[src/rtl/ex_mem_reg_pkg.sv]
// Shared definitions for the EX/MEM pipeline register: width defaults,
// redirect FSM encoding, the ID/EX control bundle and the MEM-stage controls.
package ex_mem_reg_pkg;

    localparam int unsigned DATA_W_DEF = 32;
    localparam int unsigned REG_W_DEF  = 5;
    localparam int unsigned CNT_W_DEF  = 32;

    // Redirect sequencer states
    typedef enum logic [1:0] {
        ST_IDLE = 2'd0,
        ST_FIRE = 2'd1,
        ST_HOLD = 2'd2
    } redir_state_e;

    // Control bundle produced by decode and carried through ID/EX
    typedef struct packed {
        logic regwrite;
        logic memread;
        logic memwrite;
        logic memtoreg;
        logic beq;
        logic bne;
        logic jump;
    } idex_ctrl_t;

    // Controls that survive into the MEM stage
    typedef struct packed {
        logic regwrite;
        logic memread;
        logic memwrite;
        logic memtoreg;
    } mem_ctrl_t;

    // Branch/jump resolution; a jump wins over any branch kind
    function automatic logic branch_taken(input logic beq, input logic bne,
                                          input logic jump, input logic zero);
        return jump | (beq & zero) | (bne & ~zero);
    endfunction

endpackage

[src/rtl/ex_mem_reg_sat_free_counter.sv]
// Free-running wrapping event counter.
// Ports: clk, rst (sync, active-high), inc (count enable), cnt (current value).
module sat_free_counter #(
    parameter int unsigned CNT_W = 32
) (
    input  logic             clk,
    input  logic             rst,
    input  logic             inc,
    output logic [CNT_W-1:0] cnt
);

    logic [CNT_W-1:0] cnt_q;
    logic [CNT_W-1:0] cnt_d;

    // Wraps naturally modulo 2^CNT_W
    always_comb begin
        cnt_d = cnt_q;
        if (inc) begin
            cnt_d = cnt_q + CNT_W'(1);
        end
    end

    always_ff @(posedge clk) begin
        if (rst) begin
            cnt_q <= '0;
        end else begin
            cnt_q <= cnt_d;
        end
    end

    assign cnt = cnt_q;

endmodule

[src/rtl/ex_mem_reg.sv]
// EX/MEM pipeline register for the 5-stage MIPS core. Holds the EX results and
// controls for MEM, resolves beq/bne/jump and issues a one-shot PC redirect
// with an upstream flush, squashing the wrong-path instruction leaving EX.
// Ports: clk/rst (sync active-high); mem_stall freezes all state; ex_* inputs
// from ID/EX and the ALU; mem_* registered MEM-stage outputs; redirect,
// redirect_pc, flush_upstream; taken_cnt and squash_cnt performance counters.
module ex_mem_reg
    import ex_mem_reg_pkg::*;
#(
    parameter int unsigned DATA_W = DATA_W_DEF,
    parameter int unsigned REG_W  = REG_W_DEF,
    parameter int unsigned CNT_W  = CNT_W_DEF
) (
    input  logic              clk,
    input  logic              rst,
    input  logic              mem_stall,
    input  logic              ex_valid,
    input  logic              ex_regwrite,
    input  logic              ex_memread,
    input  logic              ex_memwrite,
    input  logic              ex_memtoreg,
    input  logic              ex_beq,
    input  logic              ex_bne,
    input  logic              ex_jump,
    input  logic              ex_zero,
    input  logic [DATA_W-1:0] ex_alu_result,
    input  logic [DATA_W-1:0] ex_store_data,
    input  logic [REG_W-1:0]  ex_wreg,
    input  logic [DATA_W-1:0] ex_target,
    output logic              mem_valid,
    output logic              mem_regwrite,
    output logic              mem_memread,
    output logic              mem_memwrite,
    output logic              mem_memtoreg,
    output logic [DATA_W-1:0] mem_alu_result,
    output logic [DATA_W-1:0] mem_store_data,
    output logic [REG_W-1:0]  mem_wreg,
    output logic              redirect,
    output logic [DATA_W-1:0] redirect_pc,
    output logic              flush_upstream,
    output logic [CNT_W-1:0]  taken_cnt,
    output logic [CNT_W-1:0]  squash_cnt
);

    redir_state_e      state_q, state_d;
    logic              mem_valid_q, mem_valid_d;
    mem_ctrl_t         mem_ctrl_q, mem_ctrl_d;
    logic [DATA_W-1:0] mem_alu_result_q, mem_alu_result_d;
    logic [DATA_W-1:0] mem_store_data_q, mem_store_data_d;
    logic [REG_W-1:0]  mem_wreg_q, mem_wreg_d;
    logic [DATA_W-1:0] redirect_pc_q, redirect_pc_d;
    logic              redirect_q, redirect_d;

    idex_ctrl_t        ex_ctrl_c;
    logic              capture_c;
    logic              squash_c;
    logic              take_c;
    logic              taken_inc_c;
    logic              squash_inc_c;

    // Next-state, capture and redirect sequencing
    always_comb begin
        state_d          = state_q;
        mem_valid_d      = mem_valid_q;
        mem_ctrl_d       = mem_ctrl_q;
        mem_alu_result_d = mem_alu_result_q;
        mem_store_data_d = mem_store_data_q;
        mem_wreg_d       = mem_wreg_q;
        redirect_pc_d    = redirect_pc_q;

        ex_ctrl_c = '{regwrite: ex_regwrite, memread: ex_memread,
                      memwrite: ex_memwrite, memtoreg: ex_memtoreg,
                      beq: ex_beq, bne: ex_bne, jump: ex_jump};

        capture_c = ~mem_stall;
        // The instruction in EX during the redirect cycle is on the wrong path
        squash_c  = (state_q == ST_FIRE);
        take_c    = ex_valid & ~squash_c
                  & branch_taken(ex_ctrl_c.beq, ex_ctrl_c.bne, ex_ctrl_c.jump, ex_zero);

        if (capture_c) begin
            mem_valid_d         = ex_valid & ~squash_c;
            mem_ctrl_d.regwrite = ex_ctrl_c.regwrite & mem_valid_d;
            mem_ctrl_d.memread  = ex_ctrl_c.memread  & mem_valid_d;
            mem_ctrl_d.memwrite = ex_ctrl_c.memwrite & mem_valid_d;
            mem_ctrl_d.memtoreg = ex_ctrl_c.memtoreg & mem_valid_d;
            mem_alu_result_d    = ex_alu_result;
            mem_store_data_d    = ex_store_data;
            mem_wreg_d          = ex_wreg;
            redirect_pc_d       = ex_target;
        end

        case (state_q)
            ST_IDLE: begin
                if (capture_c && take_c) begin
                    state_d = ST_FIRE;
                end
            end
            ST_FIRE: begin
                // The pulse has already been seen; a stall parks in HOLD so it
                // is not repeated while MEM is frozen
                if (!capture_c) begin
                    state_d = ST_HOLD;
                end else if (take_c) begin
                    state_d = ST_FIRE;
                end else begin
                    state_d = ST_IDLE;
                end
            end
            ST_HOLD: begin
                if (capture_c) begin
                    state_d = take_c ? ST_FIRE : ST_IDLE;
                end
            end
            default: state_d = ST_IDLE;
        endcase

        redirect_d   = (state_d == ST_FIRE);
        taken_inc_c  = capture_c & take_c;
        squash_inc_c = ex_valid & squash_c & capture_c;
    end

    always_ff @(posedge clk) begin
        if (rst) begin
            state_q          <= ST_IDLE;
            mem_valid_q      <= 1'b0;
            mem_ctrl_q       <= '0;
            mem_alu_result_q <= '0;
            mem_store_data_q <= '0;
            mem_wreg_q       <= '0;
            redirect_pc_q    <= '0;
            redirect_q       <= 1'b0;
        end else begin
            state_q          <= state_d;
            mem_valid_q      <= mem_valid_d;
            mem_ctrl_q       <= mem_ctrl_d;
            mem_alu_result_q <= mem_alu_result_d;
            mem_store_data_q <= mem_store_data_d;
            mem_wreg_q       <= mem_wreg_d;
            redirect_pc_q    <= redirect_pc_d;
            redirect_q       <= redirect_d;
        end
    end

    sat_free_counter #(.CNT_W(CNT_W)) u_taken_cnt (
        .clk (clk),
        .rst (rst),
        .inc (taken_inc_c),
        .cnt (taken_cnt)
    );

    sat_free_counter #(.CNT_W(CNT_W)) u_squash_cnt (
        .clk (clk),
        .rst (rst),
        .inc (squash_inc_c),
        .cnt (squash_cnt)
    );

    assign mem_valid      = mem_valid_q;
    assign mem_regwrite   = mem_ctrl_q.regwrite;
    assign mem_memread    = mem_ctrl_q.memread;
    assign mem_memwrite   = mem_ctrl_q.memwrite;
    assign mem_memtoreg   = mem_ctrl_q.memtoreg;
    assign mem_alu_result = mem_alu_result_q;
    assign mem_store_data = mem_store_data_q;
    assign mem_wreg       = mem_wreg_q;
    assign redirect       = redirect_q;
    assign redirect_pc    = redirect_pc_q;
    assign flush_upstream = redirect_q;

endmodule

[config.mk]
export PLATFORM = sky130hd
export DESIGN_NAME = ex_mem_reg
export DESIGN_NICKNAME = d
export VERILOG_FILES = /design/src/rtl/ex_mem_reg_pkg.sv /design/src/rtl/ex_mem_reg_sat_free_counter.sv /design/src/rtl/ex_mem_reg.sv
export SDC_FILE = /design/constraint.sdc
export NUM_CORES = 1
export LEC_CHECK = 0
export ABC_CLOCK_PERIOD_IN_PS = 2190
export CORE_UTILIZATION = 40
export CTS_BUF_LIST = sky130_fd_sc_hd__clkbuf_2
export DETAILED_ROUTE_END_ITERATION = 12
export PLACE_DENSITY = 0.76
export SYNTH_ARGS = -nofsm -noshare
export SYNTH_HDL_FRONTEND = slang
export SYNTH_SLANG_ARGS = --single-unit
[constraint.sdc]
create_clock -name clk -period 2.19 [get_ports clk]
set_input_delay 0.438 -clock clk [delete_from_list [all_inputs] [get_ports clk]]
set_output_delay 0.438 -clock clk [all_outputs]
set_load 0.03 [all_outputs]
Word-level counts from Yosys, hierarchy flattened
Index checks and enable logic that the tools add are counted.
{"block": "word_totals", "register_bits": 173, "input_bits": 113}
{"block": "classes", "eq_ne": 3, "n_bitwise": 16, "add_sub_neg": 2, "n_mux": 5, "n_reduce_logical": 2}
{"operator": "adder 32 x 1 -> 32 bit, second input constant", "count": 2}
{"operator": "AND 1 bit", "count": 11}
{"operator": "2-to-1 mux 2 bit", "count": 3}
{"operator": "case mux 2 bit (3 select lines)", "count": 1}
{"operator": "equality test 2 x 1 -> 1 bit, second input constant", "count": 2}
{"operator": "NOT 1 bit", "count": 3}
{"operator": "equality test 2 bit, second input constant", "count": 1}
{"operator": "zero test 2 bit", "count": 1}
{"operator": "OR 1 bit", "count": 2}
{"operator": "logical AND 1 bit", "count": 1}
{"operator": "2-to-1 mux 1 bit", "count": 1}

Longest topological paths before layout
Gate-level depths: netlist of the first run.
{"block": "depth", "ltp_word": 8, "mapped_depth": 7, "depth_no_buf": 6}

Modules after synthesis
From an unflattened synthesis of the first run, not the netlist that was laid out.
{"block": "hier_totals", "cells_unflattened": 717, "hier_area_um2": 7114.3}
{"mod": "ex_mem_reg", "cells_each": 355, "seq_area_each_um2": 2182.1, "instances": 1, "area_each_um2": 3986.3}
{"mod": "sat_free_counter", "cells_each": 181, "seq_area_each_um2": 640.6, "instances": 2, "area_each_um2": 1564.0}

Worst setup path after synthesis of the first run
Ideal clock, no wire load.
{"block": "synth_path", "path_type": "flip-flop to flip-flop", "from": "register u_taken_cnt.cnt_q[2], in the netlist u_taken_cnt.cnt[2]", "to": "register u_taken_cnt.cnt_q[22], in the netlist u_taken_cnt.cnt[22]", "stages_incl_launch_ff": 7, "arrival_ps": 1951, "period_less_slack_ps": 2021, "n_path_buf": 1, "path_slack_ps": 169, "cell_sequence": "dfxtp_1 > nand2_1 > a2111oi_4 > nand4_1 > buf_2 > or3_1 > a21oi_1"}
{"block": "synth_via", "elab_chain_cells": 1}
{"element": "from (decl)", "line_no": "ex_mem_reg_sat_free_counter.sv:12", "rtl": "logic [CNT_W-1:0] cnt_q;"}
{"element": "from (signal assigned)", "line_no": "ex_mem_reg_sat_free_counter.sv:27", "rtl": "cnt_q <= cnt_d;"}
{"element": "adder 32 x 1 -> 32 bit", "line_no": "ex_mem_reg_sat_free_counter.sv:19", "rtl": "cnt_d = cnt_q + CNT_W'(1);"}
No other way between the ends.
A chain may end at the register's enable or synchronous reset.

Worst setup path in the final report of the first run
{"block": "layout_path", "from": "register u_taken_cnt.cnt_q[9], in the netlist u_taken_cnt.cnt[9]", "to": "output taken_cnt[9]"}
{"element": "to (decl)", "line_no": "ex_mem_reg.sv:41", "rtl": "output logic [CNT_W-1:0] taken_cnt,"}
No word-level cell between the ends.

==> flow_metrics.env, run 1 <==
export IMPL_cts_setup_buffers=0
export IMPL_globalplace_congestion=0.782
export IMPL_max_stage_delay_ns=0.46
export IMPL_clock_sinks=173
export IMPL_setup_tns_final_ns=0
export IMPL_finalSetupViolCount=0
export IMPL_vias=5870
export IMPL_worst_pin_slew_ns=0.711
export IMPL_leakage_nw=4.64
export IMPL_hold_viol=0
export IMPL_ys_seq_elements=173
export IMPL_synth_nets=808
export IMPL_antenna_found_initial=2
export IMPL_max_slew_margin_pct=52.6
export IMPL_worst_slack_ns=0.132
export IMPL_p_int_w=0.00432
export IMPL_power_density_mw_per_mm2=607
export IMPL_critical_path_top_delay_family="flip-flops"
export IMPL_grt_remaining_overflow=0
export IMPL_grt_pass1_vias=5701
export IMPL_async_reset_ff_share_pct=0
export IMPL_slowest_stage="dfxtp_1"
export IMPL_core_sq_mm=0.0161
export IMPL_initial_core_util_pct=41.5
export IMPL_drv_slew=0
export IMPL_critPathArrivalTime_ns=1.62
export IMPL_pwr_share_comb_pct=15.3
export IMPL_grt_first_pass_wirelength_um=28800
export IMPL_wirelength_um=18100
export IMPL_cts_buffer_depth=2
export IMPL_layout_nets=1096
export IMPL_yosys_most_used_dff="dfxtp_1"
export IMPL_drive_above_1_share_pct=6.55
export IMPL_synthCells=693
export IMPL_final_common_cell="dfxtp_1"
export IMPL_finClkSkew_ns=0.0392
export IMPL_track_usage_pct=21.0
export IMPL_vdd_drop_max_mv=0.548
export IMPL_drc=0
export IMPL_fin_crit_sh_pct=94.0
export IMPL_ys_types=38
export IMPL_globalRouteMet2Util_pct=35.4
export IMPL_dp_slack_ns=-0.316
export IMPL_wire_per_inst_um=14.9
export IMPL_use_met3_pct=8.83
export IMPL_status="finished, final reports clean"
export IMPL_grtUsageMet1_pct=23.1
export IMPL_clkSlewWorstSetupHoldPaths_ns=0.26
export IMPL_synth_edff_count=0
export IMPL_syn_to_final_growth_pct=48.0
export IMPL_ant_nets=0
export IMPL_mappedNetlistArea_sq_mm=0.00669
export IMPL_placementRows=46
export IMPL_required_ns=1.75
export IMPL_start_kind="register"
export IMPL_critPathBufInv=1
export IMPL_critPathKind="register to output pin"
export IMPL_top_usage_layer="met2"
export IMPL_die_height_um=131
export IMPL_cts_buffers=17
export IMPL_synth_avg_cell_area_sq_um=9.66
export IMPL_yosys_warnings=0
export IMPL_htreeDepth=4
export IMPL_path_cells="dlygate4sd2_1"
export IMPL_vias_per_cell=4.85
export IMPL_critPathMaxFanout=4
export IMPL_hp_class="input pin to register"
export IMPL_die_w_um=131
export IMPL_clock_latency_ns=0.72
export IMPL_critPathCaptureType="output pin"
export IMPL_dp_hpwl_um=13200
export IMPL_root_buffer="clkbuf_2"
export IMPL_layout_common_cells="dfxtp_1 (173), nor2_1 (157), dlygate4sd2_1 (155), clkdlybuf4s50_1 (110), mux2i_1 (103)"
export IMPL_swShare_pct=28.1
export IMPL_cap_violations=0
export IMPL_rsz0062_at_grt="false"
export IMPL_power_share_sequential_pct=55.4
export IMPL_cts_tree="built"
export IMPL_die_area_sq_mm=0.0173
export IMPL_ys_seq_area_share_pct=51.7
export IMPL_drt_pass1_iter_count=5
export IMPL_io_pins=285
export IMPL_fmax_ghz=0.486
export IMPL_first_iter_violations=238
export IMPL_p_sw_w=0.00169
export IMPL_p_clk_share_pct=29.3
export IMPL_grt_max_degree=103
export IMPL_final_min_clock_period_ns=2.06
export IMPL_port_buffers=284
repair_timing:
item / in CTS / in global routing
gates resized for setup: 172 / 22
endpoints found under the setup margin: 172 / 17
endpoints found under the hold margin: 5 / 0
hold buffers: 1 / 0
state kept, by name, indices dropped and copies added (netlist names):
name / count
mem_memtoreg: 1
mem_regwrite: 1
mem_alu_result: 32
u_squash_cnt.cnt: 32
mem_valid: 1
redirect_pc: 32
mem_store_data: 32
u_taken_cnt.cnt: 32
mem_memread: 1
state_q: 2
mem_memwrite: 1
flush_upstream: 1
mem_wreg: 5
through the flow:
stage | utilization (%) | area [sq um] | total power, W | hold WS, ns | instances
floorplan | - | 6690 | 0.00389 | 0.487 | 693
global placement | 61.2 | 9860 | 0.00439 | 0.472 | 1177
detailed placement | 61.2 | 9860 | 0.00440 | 0.478 | 1177
CTS | 61.5 | 9910 | 0.00609 | 0.00364 | 1209
global route | 61.5 | 9910 | 0.00629 | 0.00138 | 1210
finish | 61.5 | 9910 | 0.00601 | 0.0863 | 1210
kinds of logic (layout without fill, tap and decap cells):
family	count (synthesis)	in the layout	share of synthesized area, %
and+or+nand+nor	282	282	19.9
DFF	173	173	51.7
muxes	107	107	16.1
buffers and inverters	45	345	2.64
AOI/OAI and AO/OA	42	42	3.81
xor gates and xnor gates	42	42	5.50
adders and majority gates	2	2	0.374
other	0	1	0
power groups by stage:
stage / clock network (W) / registers [W] / logic [W]
floorplan: 0 / 0.00362 / 0.000264
global placement: 0 / 0.00339 / 0.000997
detailed placement: 0 / 0.00340 / 0.00100
CTS: 0.00183 / 0.00333 / 0.000926
global route: 0.00197 / 0.00335 / 0.000972
finish: 0.00176 / 0.00333 / 0.000917
path summary, 6_finish.rpt:
path,from,end,slack (ns),cells past startpoint
worst min register to register,u_taken_cnt.cnt[31]$_SDFFE_PP0P_,u_taken_cnt.cnt[31]$_SDFFE_PP0P_,0.51,2
worst max-delay path,u_taken_cnt.cnt[9]$_SDFFE_PP0P_,taken_cnt[9],0.13,1
worst max register to register,u_taken_cnt.cnt[2]$_SDFFE_PP0P_,u_taken_cnt.cnt[31]$_SDFFE_PP0P_,0.28,6
worst min-delay path,rst,mem_store_data[26]$_SDFFE_PP0N_,0.09,2
routing by layer:
layer / up-vias / wire [um]
met2: 184 / 8600
li1: 2937 / -
met5: - / 13
met1: 2723 / 7430
met3: 24 / 1590
met4: 2 / 447
final cells by class:
cell class                 count  area [sq um]
sequential                   173          3460
antenna                        1          2.50
tap                          216           270
timing repair buffer         306          2830
clock inverter                14           170
fill                        1430          6210
multi-input combinational    475          3050
clock buffer                  17          85.1
inverter                       8          30.0
worst reg2reg max path, cell delays in order (launching register included):
cell and delay, ns:
dfxtp_1 0.45, nand2_1 0.12, a2111oi_4 0.35, buf_4 0.19, nand4_2 0.17, or4_1 0.45
a21oi_1 0.14
Yosys cell counts (all sizes together), types with 2 or more instances:
master	count	area, sq um
a21oi	19	95.1
a22oi	4	30.0
and2	6	37.5
and3	7	43.8
and4	6	52.6
buf	16	67.6
clkbuf	21	78.8
dfxtp	173	3460
ha	2	25.0
inv	8	30.0
mux2	4	45.0
mux2i	103	1030
nand2	23	86.3
nand2b	2	12.5
nand3	24	120
nand4	19	125
nor2	157	589
nor2b	5	31.3
nor3	4	25.0
nor3b	3	22.5
nor4	4	25.0
o21ai	13	65.1
o31ai	4	30.0
or3	13	81.3
or4	4	30.0
xnor2	11	96.3
xor2	31	272
Note: power is estimated with default switching activity, not from simulation.
==> inputs of run 2 (changes only) <==
--- a/config.mk
+++ b/config.mk
@@ -10,6 +10,7 @@
 export CTS_BUF_LIST = sky130_fd_sc_hd__clkbuf_2
 export DETAILED_ROUTE_END_ITERATION = 12
 export PLACE_DENSITY = 0.76
+export SETUP_SLACK_MARGIN = 0.5
 export SYNTH_ARGS = -nofsm -noshare
 export SYNTH_HDL_FRONTEND = slang
 export SYNTH_SLANG_ARGS = --single-unit
==> run 2 against run 1 <==
Effect of this change:
- register-to-register slack better by 0.06 ns
- worst setup slack improved by 0.21 ns
- flip-flop and latch count is the same
- clock skew fell by 0.0059 ns
- sequential share of layout area shrank 2.6 points
- global-route usage rose by 1.3 points
- critical path depth grew 5
- count of clock-buffer cells in the layout rose by 1
==> flow_metrics.env, run 2 (synthesis gave the netlist of run 1 again) <==
export IMPL_status="finished, final reports clean"
export IMPL_required_ns=2.84
export IMPL_critical_path_top_delay_family="simple AND/OR/NAND/NOR gates"
export IMPL_r2r_end="u_taken_cnt.cnt[31]$_SDFFE_PP0P_"
export IMPL_grt_pass1_vias=6023
export IMPL_crit_start="u_taken_cnt.cnt[17]$_SDFFE_PP0P_"
export IMPL_power_density_mw_per_mm2=518
export IMPL_hold_depth=3
export IMPL_pwr_share_comb_pct=17.7
export IMPL_worst_pin_slew_ns=0.675
export IMPL_finClkSkew_ns=0.0333
export IMPL_r2r_slack_ns=0.34
export IMPL_diodes=0
export IMPL_final_common_cell="buf_6"
export IMPL_path_cells="buf_6 -> nand4_1 -> nor2_2 -> nand3_1 -> or4_1 -> a21oi_1"
export IMPL_grt_first_pass_wirelength_um=30600
export IMPL_placementRows=46
export IMPL_globalplace_congestion=0.785
export IMPL_place_area_sq_mm=0.0100
export IMPL_cts_buffer_depth=2
export IMPL_die_height_um=131
export IMPL_max_slew_margin_pct=55.0
export IMPL_r2r_start="u_taken_cnt.cnt[17]$_SDFFE_PP0P_"
export IMPL_final_min_clock_period_ns=1.85
export IMPL_clock_latency_ns=0.70
export IMPL_p_sw_w=0.00174
export IMPL_critPathKind="register to register"
export IMPL_rsz0062_at_grt="true"
export IMPL_vias_per_cell=4.91
export IMPL_port_buffers=284
export IMPL_p_clk_share_pct=26.1
export IMPL_final_core_util_pct=71.4
export IMPL_p_int_w=0.00423
export IMPL_ant_nets=0
export IMPL_critPathBufInv=1
export IMPL_fmax_ghz=0.540
export IMPL_reg2reg_depth=6
export IMPL_drive_above_1_share_pct=48.7
export IMPL_die_w_um=131
export IMPL_hp_class="input pin to register"
export IMPL_hold_viol=0
export IMPL_swShare_pct=29.1
export IMPL_drv_slew=0
export IMPL_htreeDepth=4
export IMPL_dp_hpwl_um=13400
export IMPL_first_iter_violations=299
export IMPL_clock_sinks=173
export IMPL_power_share_sequential_pct=56.2
export IMPL_initial_core_util_pct=41.5
export IMPL_io_pins=285
export IMPL_hold_start="mem_stall"
export IMPL_critPathArrivalTime_ns=2.50
export IMPL_vias=6408
export IMPL_grt_remaining_overflow=0
export IMPL_wirelength_um=20700
export IMPL_layout_nets=1191
export IMPL_fin_crit_sh_pct=84.5
export IMPL_die_area_sq_mm=0.0173
export IMPL_worst_path_stages=6
export IMPL_max_stage_delay_ns=0.49
export IMPL_syn_to_final_growth_pct=72.0
export IMPL_root_buffer="clkbuf_2"
export IMPL_clkSlewWorstSetupHoldPaths_ns=0.25
export IMPL_critPathCaptureType="register"
export IMPL_grt_max_degree=69
export IMPL_power_w=0.00596
export IMPL_wire_per_inst_um=15.9
export IMPL_finalSetupViolCount=0
export IMPL_drc=0
export IMPL_setup_tns_final_ns=0
export IMPL_vdd_drop_max_mv=0.359
export IMPL_leakage_nw=5.11
export IMPL_cap_violations=0
export IMPL_drt_pass1_iter_count=4
export IMPL_hold_path_endpoint="state_q[1]$_SDFF_PP0_"
export IMPL_slowest_stage="or4_1"
export IMPL_cts_tree="built"
export IMPL_track_usage_pct=22.2
export IMPL_cts_buffers=17
export IMPL_start_kind="register"
export IMPL_critPathMaxFanout=5
export IMPL_layout_common_cells="buf_6 (188), nor2_1 (156), dfxtp_2 (154), clkdlybuf4s50_1 (110), mux2i_1 (102)"
export IMPL_core_sq_mm=0.0161
export IMPL_antenna_found_initial=0
export IMPL_stdcell_area_sq_mm=0.0115
run 2: cell count changes in the layout (fill, tap and decap cells not counted), moves of 5 or more:
| cell | previous run | this run |
|---|---|---|
| nand3_2 | 0 | 5 |
| dfxtp_2 | 0 | 154 |
| dfxtp_4 | 0 | 19 |
| clkdlybuf4s15_1 | 12 | 0 |
| dfxtp_1 | 173 | 0 |
| buf_6 | 2 | 188 |
| buf_4 | 18 | 98 |
| nand3_1 | 24 | 19 |
| dlygate4sd2_1 | 155 | 0 |
run 2: worst max path at each step:
stage                                            end  slack [ns]
floorplan           u_taken_cnt.cnt[22]$_SDFFE_PP0P_        0.32
global placement    u_taken_cnt.cnt[31]$_SDFFE_PP0P_       -0.21
detailed placement  u_taken_cnt.cnt[31]$_SDFFE_PP0P_       -0.22
CTS                               mem_store_data[18]        0.37
global route        u_taken_cnt.cnt[23]$_SDFFE_PP0P_        0.18
finish              u_taken_cnt.cnt[31]$_SDFFE_PP0P_        0.34
run 2: metal layers:
layer  wire, um  part of all wire, %  up-vias  track usage [%]
met4        177                 0.85        0             5.04
li1           -                    -     3125                -
met2      10900                   53      213             40.0
met1       7960                   38     3054             24.2
met5          0                    0        -                0
met3       1660                  8.0       16             9.03
run 2: repair_timing:
| item | 4_1_cts | 5_1_grt |
|---|---|---|
| hold buffers | 1 | 0 |
| buffers inserted | 51 | 37 |
| endpoints found under the setup margin | 191 | 202 |
| pin swaps | 0 | 16 |
| endpoints found under the hold margin | 24 | 0 |
| resized for setup | 1112 | 332 |
| cloned | 0 | 1 |
run 2: area by class of cell:
cell class              instances  area, sq um
clock inverters                14          118
inverters                       8         30.0
clock buffers                  18         90.1
multi-input cells             475         3230
fillers                      1162         4600
flip-flops and latches        173         3730
repair buffers                401         4040
well taps                     216          270
run 2: worst register-to-register path, stage by stage (launching register included):
cell	delay [ns]
dfxtp_2	0.40
buf_6	0.10
nand4_1	0.25
nor2_2	0.24
nand3_1	0.17
or4_1	0.49
a21oi_1	0.15
run 2: power groups by stage:
stage	registers, W	logic [W]	clock network [W]
after detailed placement	0.00339	0.00102	0
after floorplan	0.00362	0.000268	0
after global routing	0.00337	0.00112	0.00175
final	0.00335	0.00105	0.00156
after CTS	0.00332	0.000974	0.00163
after global placement	0.00339	0.00101	0
run 2: metrics by stage:
stage	hold WS [ns]	instances	worst slack, ns
CTS	0.195	1267	0.369
floorplan	0.527	693	0.323
global placement	0.471	1183	-0.210
detailed placement	0.480	1183	-0.216
global route	0.175	1305	0.178
finish	0.273	1305	0.339
==> inputs of run 3 (changes only) <==
--- a/config.mk
+++ b/config.mk
@@ -5,7 +5,7 @@
 export SDC_FILE = /design/constraint.sdc
 export NUM_CORES = 1
 export LEC_CHECK = 0
-export ABC_CLOCK_PERIOD_IN_PS = 2190
+export ABC_CLOCK_PERIOD_IN_PS = 1900
 export CORE_UTILIZATION = 40
 export CTS_BUF_LIST = sky130_fd_sc_hd__clkbuf_2
 export DETAILED_ROUTE_END_ITERATION = 12
==> constraint.sdc (replaced) <==
create_clock -name clk -period 1.9 [get_ports clk]
set_input_delay 0.38 -clock clk [delete_from_list [all_inputs] [get_ports clk]]
set_output_delay 0.38 -clock clk [all_outputs]
set_load 0.03 [all_outputs]
==> run 3 against run 2 <==
Effect of this change:
- global-route usage barely moved
- count of clock-buffer cells in the layout fell by 1
- clock power rose by 19%
- cell count rose by 0.46%
- clock skew rose by 0.038 ns
- worst setup slack got worse by 0.34 ns
- die area did not move
- flip-flop and latch count did not move
- critical path type unchanged
- critical endpoint is now u_taken_cnt.cnt[28]$_SDFFE_PP0P_
- largest power group unchanged
==> flow_metrics.env, run 3 (synthesis gave the netlist of run 1 again) <==
export IMPL_power_share_sequential_pct=55.5
export IMPL_io_pins=285
export IMPL_critPathKind="register to register"
export IMPL_vdd_drop_max_mv=0.492
export IMPL_dp_slack_ns=-0.430
export IMPL_pwr_share_comb_pct=17.6
export IMPL_drv_slew=0
export IMPL_layout_common_cells="buf_6 (196), nor2_1 (155), dfxtp_2 (138), clkdlybuf4s50_1 (110), mux2i_1 (102)"
export IMPL_critPathCaptureType="register"
export IMPL_clock_sinks=173
export IMPL_drive_above_1_share_pct=51.1
export IMPL_clock_latency_ns=0.76
export IMPL_final_common_cell="buf_6"
export IMPL_drc=0
export IMPL_clkSlewWorstSetupHoldPaths_ns=0.32
export IMPL_ant_nets=0
export IMPL_track_usage_pct=22.2
export IMPL_p_sw_w=0.00205
export IMPL_cts_buffer_depth=2
export IMPL_layout_nets=1196
export IMPL_fin_crit_sh_pct=99.8
export IMPL_core_sq_mm=0.0161
export IMPL_wirelength_um=21300
export IMPL_cpMostUsedCell="buf_6"
export IMPL_cts_tree="built"
export IMPL_globalplace_congestion=0.760
export IMPL_htreeDepth=4
export IMPL_p_int_w=0.00487
export IMPL_dp_hpwl_um=13500
export IMPL_critPathMaxFanout=7
export IMPL_critPathArrivalTime_ns=2.57
export IMPL_placementRows=46
export IMPL_die_area_sq_mm=0.0173
export IMPL_max_slew_margin_pct=59.8
export IMPL_power_density_mw_per_mm2=587
export IMPL_final_min_clock_period_ns=1.90
export IMPL_max_stage_delay_ns=0.43
export IMPL_cts_buffers=17
export IMPL_hold_slack_ns=0.164
export IMPL_finalSetupViolCount=0
export IMPL_slowest_stage="dfxtp_2"
export IMPL_first_iter_violations=338
export IMPL_vias=6524
export IMPL_hp_class="input pin to register"
export IMPL_worst_slack_ns=0.00371
export IMPL_grt_pass1_vias=6079
export IMPL_port_buffers=284
export IMPL_die_height_um=131
export IMPL_die_w_um=131
export IMPL_p_clk_share_pct=26.9
export IMPL_vias_per_cell=4.98
export IMPL_critical_path_top_delay_family="simple AND/OR/NAND/NOR gates"
export IMPL_initial_core_util_pct=41.5
export IMPL_hold_viol=0
export IMPL_root_buffer="clkbuf_2"
export IMPL_start_kind="register"
export IMPL_fmax_ghz=0.527
export IMPL_final_core_util_pct=73.2
export IMPL_antenna_found_initial=1
export IMPL_critPathBufInv=2
export IMPL_syn_to_final_growth_pct=76.2
export IMPL_status="finished, final reports clean"
export IMPL_rsz0062_at_grt="true"
export IMPL_grt_max_degree=86
export IMPL_swShare_pct=29.6
export IMPL_worst_pin_slew_ns=0.603
export IMPL_grt_remaining_overflow=0
export IMPL_grt_first_pass_wirelength_um=30500
export IMPL_required_ns=2.57
export IMPL_drt_pass1_iter_count=5
export IMPL_cap_violations=0
export IMPL_finClkSkew_ns=0.0716
export IMPL_leakage_nw=5.19
export IMPL_wire_per_inst_um=16.2
export IMPL_path_cells="buf_6 -> and4_4 -> and2_4 -> nand4_1 -> buf_6 -> or4_1 -> a21oi_1"
## run 3: cell count changes in the layout (fill, tap and decap cells not counted), sizes merged
| cell | delta |
|---|---|
| diode | +1 |
| buf | +5 |
| clkbuf | -1 |
| clkinv | +1 |
## run 3: repair_timing
item                                    in CTS  in global routing
hold buffers                                 1                  0
gates resized for setup                   1080                437
pin swaps                                    7                 61
endpoints found under the setup margin     225                228
gates cloned                                 1                  0
setup buffers                               47                 40
hold endpoints to repair                    17                  0
## run 3: power by group through the flow
| stage | registers (W) | logic (W) | clock network, W |
|---|---|---|---|
| floorplan | 0.00415 | 0.000309 | 0 |
| global placement | 0.00389 | 0.00116 | 0 |
| detailed placement | 0.00389 | 0.00117 | 0 |
| CTS | 0.00381 | 0.00109 | 0.00193 |
| global route | 0.00387 | 0.00129 | 0.00208 |
| finish | 0.00384 | 0.00122 | 0.00186 |
## run 3: area by class of cell
| cell class | instances | area (sq um) |
|---|---|---|
| fillers | 1119 | 4320 |
| repair buffers | 406 | 4110 |
| well taps | 216 | 270 |
| clock buffers | 17 | 85.1 |
| flip-flops and latches | 173 | 3770 |
| inverters | 8 | 30.0 |
| multi-input cells | 475 | 3390 |
| clock inverters | 15 | 140 |
| diodes | 1 | 2.50 |
## run 3: worst paths after layout
kind	end	slack, ns	cells after the start	start
worst max-delay path	u_taken_cnt.cnt[28]$_SDFFE_PP0P_	0.004	7	u_taken_cnt.cnt[12]$_SDFFE_PP0P_
worst min-delay path	u_squash_cnt.cnt[1]$_SDFFE_PP0P_	0.16	4	mem_stall
worst max register to register	u_taken_cnt.cnt[28]$_SDFFE_PP0P_	0.004	7	u_taken_cnt.cnt[12]$_SDFFE_PP0P_
worst min register to register	u_squash_cnt.cnt[29]$_SDFFE_PP0P_	0.52	2	u_squash_cnt.cnt[29]$_SDFFE_PP0P_
## run 3: through the flow
| step | instance area, sq um | std cells | power [W] | TNS [ns] |
|---|---|---|---|---|
| 2_1_floorplan | 6910 | 693 | 0.00446 | 0 |
| 3_3_place_gp | 10200 | 1189 | 0.00505 | -8.67 |
| 3_5_place_dp | 10200 | 1189 | 0.00506 | -10.71 |
| 4_1_cts | 10400 | 1270 | 0.00684 | 0 |
| 5_1_grt | 11800 | 1311 | 0.00723 | -0.0281 |
| 6_report | 11800 | 1311 | 0.00692 | 0 |
## run 3: worst min-delay path: stages
cell and delay, ns:
buf_6 0.08, nand4bb_4 0.20, nand2_1 0.07, a21oi_1 0.13
## run 3: metal layers
metal,global-route usage [%],wire length (um),vias to the layer above
met5,0,0,-
met4,8.91,531,0
met3,9.07,1920,38
met2,38.3,11000,257
met1,24.0,7810,3088
li1,-,-,3141
